==> config.mk <==
export PLATFORM = sky130hd
export DESIGN_NAME = branch_target_lut
export DESIGN_NICKNAME = d
export VERILOG_FILES = /design/src/rtl/branch_target_lut.sv
export SDC_FILE = /design/constraint.sdc
export NUM_CORES = 1
export LEC_CHECK = 0
export CAP_MARGIN = 10
export CORE_UTILIZATION = 65
export DETAILED_ROUTE_END_ITERATION = 7
export PLACE_DENSITY = 0.82
export SETUP_SLACK_MARGIN = 0.5
export SYNTH_ARGS = -nofsm -noshare
export SYNTH_HDL_FRONTEND = slang
export SYNTH_SLANG_ARGS = --single-unit
==> constraint.sdc <==
create_clock -name Clk -period 5.86 [get_ports Clk]
set_clock_uncertainty 0.15 [all_clocks]
set_input_delay 1.172 -clock Clk [delete_from_list [all_inputs] [get_ports Clk]]
set_output_delay 1.172 -clock Clk [all_outputs]
set_load 0.01 [all_outputs]
==> src/rtl/branch_target_lut.sv <==
// Per-program branch target table: INIT sweep clears every entry, then RUN serves registered lookups with write bypass.
// Optional macro LUT_RELATIVE_EN adds PC-relative targets on hits when rd_rel is set.
module branch_target_lut #(
  parameter int ADDR_W   = 10,
  parameter int PTR_W    = 3,
  parameter int NUM_PROG = 3,
  parameter int PROG_W   = (NUM_PROG > 1) ? $clog2(NUM_PROG) : 1
) (
  input  logic              Clk,
  input  logic              Reset,
  output logic              busy,
  input  logic              wr_en,
  input  logic [PROG_W-1:0] wr_prog,
  input  logic [PTR_W-1:0]  wr_ptr,
  input  logic [ADDR_W-1:0] wr_data,
  input  logic              rd_req,
  input  logic [PROG_W-1:0] prog_sel,
  input  logic [PTR_W-1:0]  rd_ptr,
  input  logic [ADDR_W-1:0] rd_pc,
  input  logic              rd_rel,
  output logic              rd_valid,
  output logic [ADDR_W-1:0] rd_addr,
  output logic              rd_miss
);

  localparam int DEPTH   = 2**PTR_W;
  localparam int ENTRIES = NUM_PROG * DEPTH;
  localparam int IDX_W   = PROG_W + PTR_W;
  localparam logic [IDX_W-1:0]  LAST_IDX   = IDX_W'(ENTRIES - 1);
  localparam logic [PROG_W:0]   NUM_PROG_V = (PROG_W + 1)'(NUM_PROG);

  typedef enum logic {INIT, RUN} state_t;

  state_t              state_q, state_d;
  logic [IDX_W-1:0]    sweep_idx;
  logic [ADDR_W-1:0]   mem [ENTRIES];
  logic [ENTRIES-1:0]  written;

  logic [IDX_W-1:0]    wr_idx, rd_idx;
  logic                wr_prog_ok, rd_prog_ok;
  logic                wr_fire, rd_fire;
  logic                mem_we;
  logic [IDX_W-1:0]    mem_waddr;
  logic [ADDR_W-1:0]   mem_wdata;
  logic                hit;
  logic [ADDR_W-1:0]   entry;
  logic [ADDR_W-1:0]   lookup_addr;

  // Power-of-two bank depth makes {prog, ptr} the bank-major flat index.
  assign wr_idx     = {wr_prog, wr_ptr};
  assign rd_idx     = {prog_sel, rd_ptr};
  assign wr_prog_ok = {1'b0, wr_prog} < NUM_PROG_V;
  assign rd_prog_ok = {1'b0, prog_sel} < NUM_PROG_V;
  assign wr_fire    = (state_q == RUN) && wr_en && wr_prog_ok;
  assign rd_fire    = (state_q == RUN) && rd_req;
  assign busy       = (state_q == INIT);

  always_comb begin
    state_d = state_q;
    case (state_q)
      INIT:    if (sweep_idx == LAST_IDX) state_d = RUN;
      RUN:     state_d = RUN;
      default: state_d = INIT;
    endcase
  end

  always_comb begin
    mem_we    = 1'b0;
    mem_waddr = wr_idx;
    mem_wdata = wr_data;
    if (state_q == INIT) begin
      mem_we    = 1'b1;
      mem_waddr = sweep_idx;
      mem_wdata = '0;
    end else if (wr_fire) begin
      mem_we = 1'b1;
    end
  end

  always_ff @(posedge Clk) begin
    if (mem_we) mem[mem_waddr] <= mem_wdata;
  end

  // A same-cycle write to the looked-up entry wins over the stored copy.
  always_comb begin
    hit   = 1'b0;
    entry = mem[rd_idx];
    if (rd_prog_ok) begin
      if (wr_fire && (wr_idx == rd_idx)) begin
        hit   = 1'b1;
        entry = wr_data;
      end else if (written[rd_idx]) begin
        hit = 1'b1;
      end
    end
    lookup_addr = hit ? entry : '0;
`ifdef LUT_RELATIVE_EN
    if (hit && rd_rel) lookup_addr = rd_pc + entry;
`endif
  end

`ifndef LUT_RELATIVE_EN
  logic unused_rel;
  assign unused_rel = ^{rd_pc, rd_rel};
`endif

  always_ff @(posedge Clk) begin
    if (!Reset) begin
      state_q   <= INIT;
      sweep_idx <= '0;
      written   <= '0;
      rd_valid  <= 1'b0;
      rd_addr   <= '0;
      rd_miss   <= 1'b0;
    end else begin
      state_q <= state_d;
      if (state_q == INIT) sweep_idx <= sweep_idx + IDX_W'(1);
      if (wr_fire) written[wr_idx] <= 1'b1;
      rd_valid <= rd_fire;
      if (rd_fire) begin
        rd_addr <= lookup_addr;
        rd_miss <= !hit;
      end
    end
  end

endmodule
# ---- After elaboration in Yosys (flattened, before gate mapping)
# Memories as Yosys holds them, arrays and structs flattened.
# Index checks and enable logic that the tools add are counted.
dict set report op_classes {
  n_addsub 1
  order_cmp 5
  n_eq_ne 2
  muxes 18
  bitwise_logic 2
  reduce_logical 6
}
# operator count
set op_table {}
lappend op_table {{2-to-1 mux 10 bit} 4}
lappend op_table {{OR 24 bit} 1}
lappend op_table {{< comparator 5 x 6 -> 1 bit, second input constant} 2}
lappend op_table {{2-to-1 mux 1 bit} 10}
lappend op_table {{adder 5 x 1 -> 5 bit, second input constant} 1}
lappend op_table {{binary-select mux 1 bit (select 5 bit)} 1}
lappend op_table {{demux 1 bit (select 5 bit)} 1}
lappend op_table {{== test 5 bit} 1}
lappend op_table {{== test 5 bit, second input constant} 1}
lappend op_table {{greater-or-equal comparator 5 x 1 -> 1 bit, second input constant} 1}
lappend op_table {{logical AND 1 bit} 5}
lappend op_table {{2-to-1 mux 5 bit} 1}
lappend op_table {{< comparator 2 bit, second input constant} 2}
lappend op_table {{one-hot mux 1 bit (2 select lines)} 1}
lappend op_table {{logical NOT 1 bit} 1}
lappend op_table {{NOT 1 bit} 1}
dict set report word_totals {
  regBits 42
  ram_bits 240
  inputBits 35
  out_inout_bits 13
  word_cells 41
  n_memories 1
}
# memory depth width read_ports rd_ports_with_merged_regs write_ports line
set mem_list {}
lappend mem_list {mem 24 10 1 0 1 36} ;# logic [ADDR_W-1:0] mem [ENTRIES];

# ---- Logic depth before layout (Yosys ltp)
# Gate-level depths: netlist of the first run.
dict set report logic_depth {
  word_depth 6
  mapped_depth 9
  mapped_depth_nobuf 5
}

# ---- Worst setup path before layout of the first run
# Ideal clock, no wire load.
dict set report synth_timing {
  path_kind {input to register}
  startpoint {in wr_prog[0]}
  endpoint {mem mem[18][0], enable pin}
  setup_time_ps 376
  arrival_time_ps 2544
  required_time_ps 5334
  slack_ps 2790
  stages 5
  path_buffers 1
  path_cell_list {clkbuf_1 > a21o_1 > nor3b_1 > a21oi_1 > nor2_1}
}
dict set report synth_via {
  elab_chain_len 6
  word_cells_on_any_way 7
  cone_classes {order compare (1); mux (5); reduce/logical (1)}
}
# element line
set synth_lines {}
lappend synth_lines {{start, declared} 13} ;# input logic [PROG_W-1:0] wr_prog,
lappend synth_lines {{< comparator 2 bit} 52} ;# assign wr_prog_ok = {1'b0, wr_prog} < NUM_PROG_V;
lappend synth_lines {{logical AND 1 bit} 54} ;# assign wr_fire = (state_q == RUN) && wr_en && wr_prog_ok;
lappend synth_lines {{2-to-1 mux 1 bit} 75} ;# end else if (wr_fire) begin
lappend synth_lines {{2-to-1 mux 1 bit} 71} ;# if (state_q == INIT) begin
lappend synth_lines {{2-to-1 mux 1 bit} 81} ;# if (mem_we) mem[mem_waddr] <= mem_wdata;
lappend synth_lines {{2-to-1 mux 1 bit (implied by the code)} 81}
lappend synth_lines {{end, declared} 36}
# Several ways; a longest one is shown, not always the timed one.

# ---- Worst setup path in the final report of the first run
dict set report layout_timing {
  startpoint {reg state_q}
  endpoint {mem mem[10][8], enable pin}
}
dict set report layout_via {
  elab_chain_len 6
  word_cells_on_any_way 7
  cone_classes {mux (5); reduce/logical (2)}
}
# element line
set layout_lines {}
lappend layout_lines {{start, declared} 34} ;# state_t state_q, state_d;
lappend layout_lines {{start signal, assigned} 116} ;# state_q <= state_d;
lappend layout_lines {{logical AND 1 bit (2 in a row)} 54}
lappend layout_lines {{2-to-1 mux 1 bit} 75}
lappend layout_lines {{2-to-1 mux 1 bit} 71}
lappend layout_lines {{2-to-1 mux 1 bit} 81}
lappend layout_lines {{2-to-1 mux 1 bit (implied by the code)} 81}
# Several ways; a longest one is shown, not always the timed one.

==> impl_metrics.json, run 1 <==
{
  "status": "finished, final reports clean",
  "crit_chain": "nand2_1, a21o_1, nor3b_1, a21oi_1, nor2_1",
  "seqPwrFrac_pct": 52.5,
  "dpl_cell_area_um2": 11950,
  "sw_frac_of_total_pct": 19.92,
  "worst_setup_path_end_kind": "register",
  "die_h_um": 135.1,
  "grt_max_degree": 63,
  "ys_seq_elements": 282,
  "drt_pass1_iterations": 5,
  "syn_area_um2": 11510,
  "gr-total-overflow": 0,
  "use_met1_pct": 37.26,
  "syn_nets": 778,
  "numCtsBuffers": 27,
  "setup-tns-final_ps": 0,
  "grt_pass1_wl_um": 38000,
  "grt_setup_unrepaired": "false",
  "syn_to_final_growth_pct": 11.71,
  "finalInstanceArea_um2": 12860,
  "routed_via_density": 6.594,
  "antenna_found_initial": 0,
  "p_int_uw": 3337,
  "grt-busiest-layer": "met2",
  "cts_tree": "yes",
  "crit_buf_inv": 0,
  "num_antenna_cells": 0,
  "core_um2": 17300,
  "seq_area_frac_synth_pct": 69.89,
  "use_met3_pct": 5.968,
  "power_density_nw_per_um2": 323.9,
  "grt_use_met2_pct": 46.50,
  "cts-root-buf": "clkbuf_16",
  "drc": 0,
  "clk_latency_ps": 530,
  "cpPeakStageDelay_ps": 1040,
  "detail-route-antenna-nets": 0,
  "slew_violations": 0,
  "arrival_ps": 3980,
  "grt_use_total_pct": 28.41,
  "routabilityCongestion": 0.8564,
  "pwr-share-comb_pct": 4.7,
  "cp_top_family": "simple AND/OR/NAND/NOR gates",
  "relSlewSlack_pct": 20.99,
  "leakage_uw": 0.004404,
  "irDropWorstVdd_mv": 0.2583,
  "finalCriticalPeriod_ps": 3985,
  "hold_violations": 0,
  "routed_wl_um": 25050,
  "fillers": 1020,
  "timing.final.crit_share_pct": 68.00,
  "vias": 6680,
  "synth-main-ff-cell": "edfxtp_1",
  "first_iter_violations": 611,
  "cap_violations": 0,
  "clk_path_buf_depth": 3,
  "io_pins": 48,
  "htreeDepth": 1,
  "ys.warnings.count": 0,
  "nNetsFinal": 804,
  "crit_path_start_kind": "register",
  "p_switching_uw": 829.9,
  "fin_total_pwr_uw": 4167,
  "post-dp-hpwl_um": 15530,
  "holdBufCountCts": 0,
  "avgSynthCellArea_um2": 15.52,
  "critical_path_class": "reg -> reg",
  "row_count": 48,
  "initial_core_util_pct": 66.57,
  "synth_edf_count": 240,
  "chipWidth_um": 135.1,
  "postCtsSetupBuffers": 0,
  "synthArstFlopShare_pct": 0,
  "worstMarginPinSlew_ps": 1181,
  "hold_class": "reg -> reg",
  "cpMaxStageDelayCell": "dfxtp_1",
  "die_area_um2": 18250,
  "wl_per_cell_um": 24.73,
  "clkPwrFrac_pct": 42.8,
  "cts_resized": 0,
  "critical_path_required_ps": 5860,
  "drive_above_1_share_pct": 13.58,
  "cp_max_fo": 24,
  "portBuffers": 36,
  "max_freq_ghz": 0.2510,
  "cts.clk_slew.worst_paths_ps": 60,
  "setup_viol": 0,
  "utilization_pct": 74.37,
  "cts_sinks": 282,
  "grt_pass1_vias": 6738,
  "post_synth_num_cell_types": 46,
  "synthCells": 742
}
metal layers:
layer  up-vias  routed length, µm
li1       2942                  -
met1      3313               9808
met2       359              12270
met3        66               2124
met4         0                850
met5         -                  0
power groups by stage:
stage | Combinational, µW | Sequential [µW] | Clock (µW)
6_report | 196 | 2190 | 1790
5_1_grt | 208 | 2190 | 1860
4_1_cts | 193 | 2190 | 1790
3_5_place_dp | 191 | 2230 | 0
3_3_place_gp | 185 | 2230 | 0
2_1_floorplan | 136 | 2220 | 0
worst reg2reg max path, stage by stage, from the launching register on:
cell and delay (ps):
dfxtp_1 1040, nand2_1 350, a21o_1 300, nor3b_1 530
a21oi_1 280, nor2_1 960
worst paths after layout:
| check | slack (ps) | cells past startpoint | startpoint | end |
|---|---|---|---|---|
| max reg2reg | 1880 | 5 | state_q | mem[10][8] |
| max | 1880 | 5 | state_q | mem[10][8] |
| min | 310 | 2 | rd_addr[0] | rd_addr[0] |
| min reg2reg | 310 | 2 | rd_addr[0] | rd_addr[0] |
registers in the layout, summed over array words and instances (netlist names):
register,count
mem,240
written,24
rd_addr,10
sweep_idx,5
rd_miss,1
rd_valid,1
state_q,1
metrics by stage:
stage | hold slack (ps) | cells | worst slack (ps)
after floorplan | 282.4 | 742 | 2790
after global placement | 285.7 | 964 | 1483
after detailed placement | 298.1 | 964 | 1380
after CTS | 311.4 | 1013 | 1966
after global routing | 319.9 | 1013 | 1764
final | 306.4 | 1013 | 1875
layout by cell type (no fill, tap or decap), drive strengths merged, types with 17 or more instances in the layout:
| cell | n |
|---|---|
| edfxtp | 240 |
| a211oi | 22 |
| mux2 | 40 |
| mux2i | 44 |
| nor2b | 42 |
| clkbuf | 40 |
| clkdlybuf4s50 | 33 |
| mux4 | 20 |
| dfxtp | 42 |
| nor2 | 59 |
| a2111oi | 17 |
| nand2 | 27 |
cell usage after synthesis, types with 3 or more instances:
master     number  area share [%]
edfxtp_1      240              63
nor2_1         59             1.9
mux2i_1        44             3.8
dfxtp_1        42             7.3
nor2b_1        42             2.3
mux2_2         40             3.9
nand2_1        27            0.88
a211oi_1       22             1.4
clkbuf_1       18            0.59
mux4_2         18             3.5
a2111oi_0      17             1.3
and2_1         16            0.87
o22ai_1        16            0.87
a21oi_1        14            0.61
o21a_1         14            0.91
buf_4          13            0.85
nor4_1         12            0.65
o31ai_1        12            0.78
a22o_1          9            0.68
buf_2           7            0.30
nand2b_1        7            0.38
nor3_1          6            0.26
o21ai_0         5            0.22
xnor2_1         5            0.38
and3_1          4            0.22
buf_1           4            0.13
nand3_1         3            0.13
layout make-up:
type / instances / area (µm²) / share of cell area (%)
well taps: 225 / 281.5 / 2.189
clock buffers: 40 / 774.5 / 6.021
flip-flops and latches: 282 / 8048 / 62.56
multi-input cells: 415 / 3233 / 25.13
repair buffers: 40 / 377.9 / 2.937
clock inverters: 9 / 141.4 / 1.099
inverters: 2 / 7.507 / 0.05836
cells by family (layout without fill, tap and decap cells):
group                      count (synthesis)  after routing  synth area share [%]
adders and majority gates                  1              1                0.1086
AOI/OAI and AO/OA                        117            117                 7.519
buffers and inverters                     45             91                 2.032
DFF                                      282            282                 69.89
and+or+nand+nor                          186            186                 8.204
muxes                                    104            104                 11.71
xor gates and xnor gates                   7              7                0.5324
(Power assumes the default switching activity.)
==> run 2, diff against run 1 <==
Settings changed: CORE_UTILIZATION 65 to 54, PLACE_DENSITY 0.82 to 0.72.
Clock period 5.86 ns to 3.47 ns, I/O delays scaled along.
==> impl_metrics.json, run 2 (synthesized netlist as in run 1, its figures left out) <==
{
  "status": "finished, final reports clean",
  "holdBufCountCts": 0,
  "chipWidth_um": 148.0,
  "core_um2": 20960,
  "p_int_uw": 5477,
  "row_count": 53,
  "gr-total-overflow": 0,
  "numCtsBuffers": 28,
  "setup_viol": 0,
  "place_inst": 1046,
  "regMostFlops": "mem",
  "cts.clk_slew.worst_paths_ps": 60,
  "routed_wl_um": 25140,
  "leakage_uw": 0.004548,
  "wl_per_cell_um": 22.92,
  "arrival_ps": 2860,
  "worst_setup_path_end_kind": "register",
  "slew_violations": 0,
  "first_iter_violations": 655,
  "drive_above_1_share_pct": 17.52,
  "seq_area_um2": 8048,
  "irDropWorstVdd_mv": 0.4116,
  "max_freq_ghz": 0.3507,
  "cts-root-buf": "clkbuf_16",
  "fillers": 1527,
  "post-dp-hpwl_um": 16910,
  "clkPwrFrac_pct": 41.2,
  "timing.final.crit_share_pct": 82.17,
  "final_common_cell": "edfxtp_1",
  "layout_common_cells": "240 x edfxtp_1, 52 x nor2_1, 44 x mux2i_1",
  "clk_latency_ps": 540,
  "sw_frac_of_total_pct": 20.42,
  "io_pins": 48,
  "cp_max_fo": 10,
  "p_switching_uw": 1406,
  "cts_sinks": 282,
  "critical_path_class": "in -> reg",
  "holdWs_ps": 313.9,
  "fin_total_pwr_uw": 6883,
  "critical_path_required_ps": 3480,
  "fin_ws_ps": 618.7,
  "largest_register_ffs": 240,
  "reg_top3": "mem: 240 flops, written: 24 flops, rd_addr: 10 flops",
  "syn_to_final_growth_pct": 14.31,
  "hold_class": "reg -> reg",
  "routabilityCongestion": 0.8822,
  "htreeDepth": 1,
  "routed_via_density": 6.075,
  "worstMarginPinSlew_ps": 1089,
  "grt_pass1_wl_um": 38300,
  "relSlewSlack_pct": 27.15,
  "die_h_um": 148.0,
  "die_area_um2": 21910,
  "grt_use_total_pct": 23.65,
  "crit_path_start_kind": "input port",
  "pre_cts_slack_ps": 37.64,
  "vias": 6664,
  "hold_violations": 0,
  "num_antenna_cells": 0,
  "multi_input_area_um2": 3251,
  "clk_path_buf_depth": 3,
  "antenna_found_initial": 0,
  "setup-tns-final_ps": 0,
  "initial_core_util_pct": 54.95,
  "grt_max_degree": 61,
  "power_density_nw_per_um2": 522.9,
  "drt_pass1_iterations": 5,
  "postCtsSetupBuffers": 0,
  "grt_setup_unrepaired": "true",
  "detail-route-antenna-nets": 0,
  "fin_cells": 1097,
  "cap_violations": 0,
  "drc": 0,
  "nNetsFinal": 837,
  "pwr-share-comb_pct": 5.2,
  "cts_tree": "yes",
  "portBuffers": 36,
  "finalCriticalPeriod_ps": 2851,
  "grt_pass1_vias": 6761,
  "seqPwrFrac_pct": 53.6
}
==> run 2: stage by stage <==
stage	instance area, µm²	util, %
floorplan	11510	-
global placement	12280	58.58
global route	13160	62.81
CTS	13150	62.73
finish	13160	62.81
detailed placement	12280	58.58
==> run 2: path summary, 6_finish.rpt <==
check                           cells past startpoint           to   startpoint  slack, ps
worst max-delay path                                5   mem[16][1]   wr_prog[0]        620
worst min-delay path                                1  written[13]  written[13]        310
worst max register to register                      5   mem[23][1]      state_q        780
worst min register to register                      1  written[13]  written[13]        310
==> run 2: final cells by class <==
cell class	instances	share of cell area, %
repair buffers	72	4.886
clock buffers	38	5.684
inverters	2	0.05703
flip-flops and latches	282	61.14
well taps	275	2.614
multi-input cells	415	24.70
clock inverters	13	0.9221
==> run 2: timing repair <==
item | CTS | global route
endpoints found under the hold margin | 0 | 0
resized for setup | 0 | 7
endpoints found under the setup margin | 0 | 70
==> run 2: power groups by stage <==
stage	Sequential, µW	Clock (µW)	Combinational, µW
after floorplan	3760	0	230
after global placement	3760	0	341
after detailed placement	3760	0	351
after CTS	3690	2880	352
after global routing	3690	3020	377
final	3690	2840	356
==> run 2: routing by layer <==
metal / share of wire, % / up-vias / global-route usage, %
li1: - / 2999 / -
met1: 42 / 3377 / 32.13
met2: 49 / 241 / 39.06
met3: 6.4 / 47 / 3.519
met4: 3.0 / 0 / 8.299
met5: 0 / - / 0
==> run 2: worst max-delay path, stage by stage <==
cell and delay [ps]:
clkdlybuf4s50_1 570, a21o_1 300, nor3_1 250, a21oi_1 260
nor2_1 790
==> RTL edit 1 (config.mk and constraints of run 1) <==
The parameter `ADDR_W` goes from 10 to 9.
--- a/src/rtl/branch_target_lut.sv
+++ b/src/rtl/branch_target_lut.sv
@@ -3,3 +3,3 @@
 module branch_target_lut #(
-  parameter int ADDR_W   = 10,
+  parameter int ADDR_W   = 9,
   parameter int PTR_W    = 3,
Ports: changed (resized rd_addr, rd_pc and wr_data); port bits go from 48 to 45. The function was not compared with the original's and may differ.
==> RTL edit 1 against run 1 <==
Design area fell by 8.6%; area after synthesis down 8.8%; routed wire length is 7.1% lower; register-to-register slack gained 0.46 ns; power fell by 9.2%; sequential cell count down 25; setup slack improved by 0.0045 ns; largest cell class unchanged.
==> RTL edit 1: results <==
status:
  status: "finished, final reports clean"
worst_setup_path:
  timing.rr.end: "mem[6][3]"
  worstPathMaxFanout: 36
  ff2ff_setup_slack_ns: 2.34
  slowest_stage: "and2b_1"
  cp.arrival_ns: 4.22
  cpPeakStageDelay_ns: 0.77
cells_and_area:
  final_nets: 740
  top_regs: "mem: 216 flops, written: 24 flops, rd_addr: 9 flops"
  drive_gt1_frac: 0.117
pwr:
  p_leak_nw: 4.15
hold_path:
  hold-path-cell-count: 1
  hp-start: "written[7]"
placement:
  hpwl_mm: 14.4
  place_congestion: 0.834
  placed_cell_area_sq_um: 10900
  io_buffers: 34
synthesis:
  synthTopCellsByCount: "edfxtp_1, mux2i_1, nor2_1"
  synth_cell_types: 50
  yosys-top-cells-area: "edfxtp_1, dfxtp_1, mux2i_1"
  synth_edf_count: 216
  syn-num-nets: 709
detailed_routing:
  wl_met2_mm: 11.3
  wl_met1_mm: 8.71
  wire_per_inst_microns: 24.7
  met3_wirelength_mm: 2.22
clocking:
  cts_buffers: 25
global_route:
  grt_usage: 0.291
  antenna_found_initial: 0
timing:
  tightestPinTransition_ns: 1.02
==> RTL edit 1: cell count changes after synthesis, sizes merged, moves of 12 or more <==
| cell | before | now |
|---|---|---|
| mux2 | 40 | 7 |
| mux2i | 44 | 76 |
| edfxtp | 240 | 216 |
| nor2b | 42 | 18 |
| a22oi | 0 | 23 |
| a211oi | 22 | 0 |
| a2111oi | 17 | 0 |
| nor2 | 59 | 47 |
==> RTL edit 1: final cells by class <==
cell class	instances	area [sq um]
clock inverter	16	169
tap	216	270
fill	930	4070
clock buffer	30	654
multi-input combinational	376	2970
sequential	257	7310
timing repair buffer	39	365
inverter	7	26.3
==> RTL edit 1: worst reg2reg max path: stages (launching register included) <==
cell and delay [ns]:
dfxtp_1 0.97, and3_1 0.38, nand2_1 0.09, nor2_1 0.41
a21oi_1 0.30, nor2_1 0.83
==> RTL edit 1: per-layer routing <==
layer	global-route usage	up-vias
met5	0	-
met2	0.478	402
met4	0.143	0
met3	0.0566	90
li1	-	2672
met1	0.377	3018
==> RTL edit 1: through the flow <==
step                setup slack (ns)  std cells  hold slack, ns
floorplan                       2.99        675           0.285
global placement                1.53        895           0.293
detailed placement              1.48        895           0.304
CTS                             1.99        941           0.319
global route                    1.85        941           0.326
finish                          1.88        941           0.313
==> RTL edit 1: worst max path at each step <==
stage / startpoint / end / cells after the start
after global placement: rd_ptr[2] / rd_addr[2] / 7
after detailed placement: rd_ptr[2] / rd_addr[2] / 7
after floorplan: rd_ptr[0] / rd_addr[0] / 7
after CTS: rd_ptr[2] / rd_addr[2] / 7
final: rd_ptr[2] / rd_addr[2] / 7
after global routing: rd_ptr[2] / rd_addr[8] / 7
==> RTL edit 1: cell families (layout without fill, tap and decap cells) <==
kind of cell               Yosys count  in the layout  synth area share
AOI/OAI and AO/OA                   98             98            0.0659
xor gates and xnor gates             7              7           0.00584
adders and majority gates            1              1           0.00119
buffers and inverters               42             92            0.0210
DFF                                257            257             0.696
muxes                              108            108             0.134
and+or+nand+nor                    162            162            0.0764
==> RTL edit 1: power breakdown <==
group          leakage (nW)  internal, mW  switching (mW)
Sequential             2.46          1.98         0.00843
Combinational          1.28        0.0756           0.118
Clock                 0.402         0.934           0.666
==> RTL edit 2 (flow settings as in run 1) <==
Made on the original files. The output `rd_valid` loses its register stage (`rd_valid` becomes a continuous assignment).
--- a/src/rtl/branch_target_lut.sv
+++ b/src/rtl/branch_target_lut.sv
@@ -111,3 +111,2 @@
       written   <= '0;
-      rd_valid  <= 1'b0;
       rd_addr   <= '0;
@@ -118,3 +117,2 @@
       if (wr_fire) written[wr_idx] <= 1'b1;
-      rd_valid <= rd_fire;
       if (rd_fire) begin
@@ -126,2 +124,4 @@
 
+  assign rd_valid = rd_fire;
+
 endmodule
Behaviour: same outputs for any inputs over 10 cycles, from zero or initial values and one cycle with Reset low; that may be too few to reach the edited logic, so the function may still have changed.
==> RTL edit 2 against run 1 <==
Area after synthesis is 0.45% lower; sequential share of layout area fell by 0.19 points; sequential cell count shrank 1; non-clock buffer count up 7; largest cell class unchanged; routed wire length increased by 7.5%; via count is 4.4% higher; largest power group unchanged; design area about the same; critical path depth grew 2; setup slack got worse by 0.040 ns; power is 0.97% lower.
==> RTL edit 2: results <==
timing:
  layout_min_cycle_time_ns: 4.02
  finalHoldWorstSlack_ns: 0.314
pwr:
  p_leak_nw: 4.43
  p_int_mw: 3.27
  ir_drop_uv: 306
  p_comb_mw: 0.219
  p_per_area_nw_per_um2: 321
worst_setup_path:
  slowest_stage: "nor2_1"
  cpPeakStageDelay_ns: 0.88
  worstPathMaxFanout: 10
synthesis:
  synthMuxAreaShare: 0.134
  syn_area_per_cell_sq_um: 15.3
  syn-num-nets: 786
  synthXorXnorAreaFrac: 0.00535
  yosys.area_share.adder: 0.00109
  yosysSeqAreaShare: 0.700
hold_path:
  whs_endpoint: "written[10]"
cells_and_area:
  final_nets: 819
  drive_gt1_frac: 0.217
  post_layout_nonfiller_instances: 1028
global_route:
  grt_use_met2: 0.520
  use_met3: 0.0559
  grt_usage: 0.308
  gr-usage-met1: 0.393
  grt_pass1_vias: 7027
detailed_routing:
  wl_mm: 26.9
  drt_iter0_drc: 864
placement:
  hpwl_mm: 16.2
  place_congestion: 0.870
  placed_cell_area_sq_um: 12000
  post-place-cells: 979
status:
  status: "finished, final reports clean"
[RTL edit 2: how the worst max path moves through the flow]
stage | from | end
floorplan | wr_prog[0] | mem[18][0]
global placement | wr_prog[0] | mem[2][4]
detailed placement | wr_prog[0] | mem[2][4]
CTS | wr_prog[0] | mem[2][9]
global route | wr_prog[0] | mem[2][9]
finish | wr_prog[0] | mem[2][9]
[RTL edit 2: final cells by class]
| type | instances | area [sq um] |
|---|---|---|
| inverter | 15 | 56.3 |
| clock buffer | 34 | 732 |
| tap | 225 | 282 |
| sequential | 281 | 8030 |
| timing repair buffer | 47 | 440 |
| multi-input combinational | 411 | 3180 |
| fill | 985 | 4370 |
| clock inverter | 15 | 153 |
[RTL edit 2: metal layers]
| layer | up-vias | wire length (microns) |
|---|---|---|
| li1 | 2968 | - |
| met5 | - | 0 |
| met1 | 3459 | 9860 |
| met4 | 0 | 1200 |
| met2 | 459 | 13400 |
| met3 | 89 | 2420 |
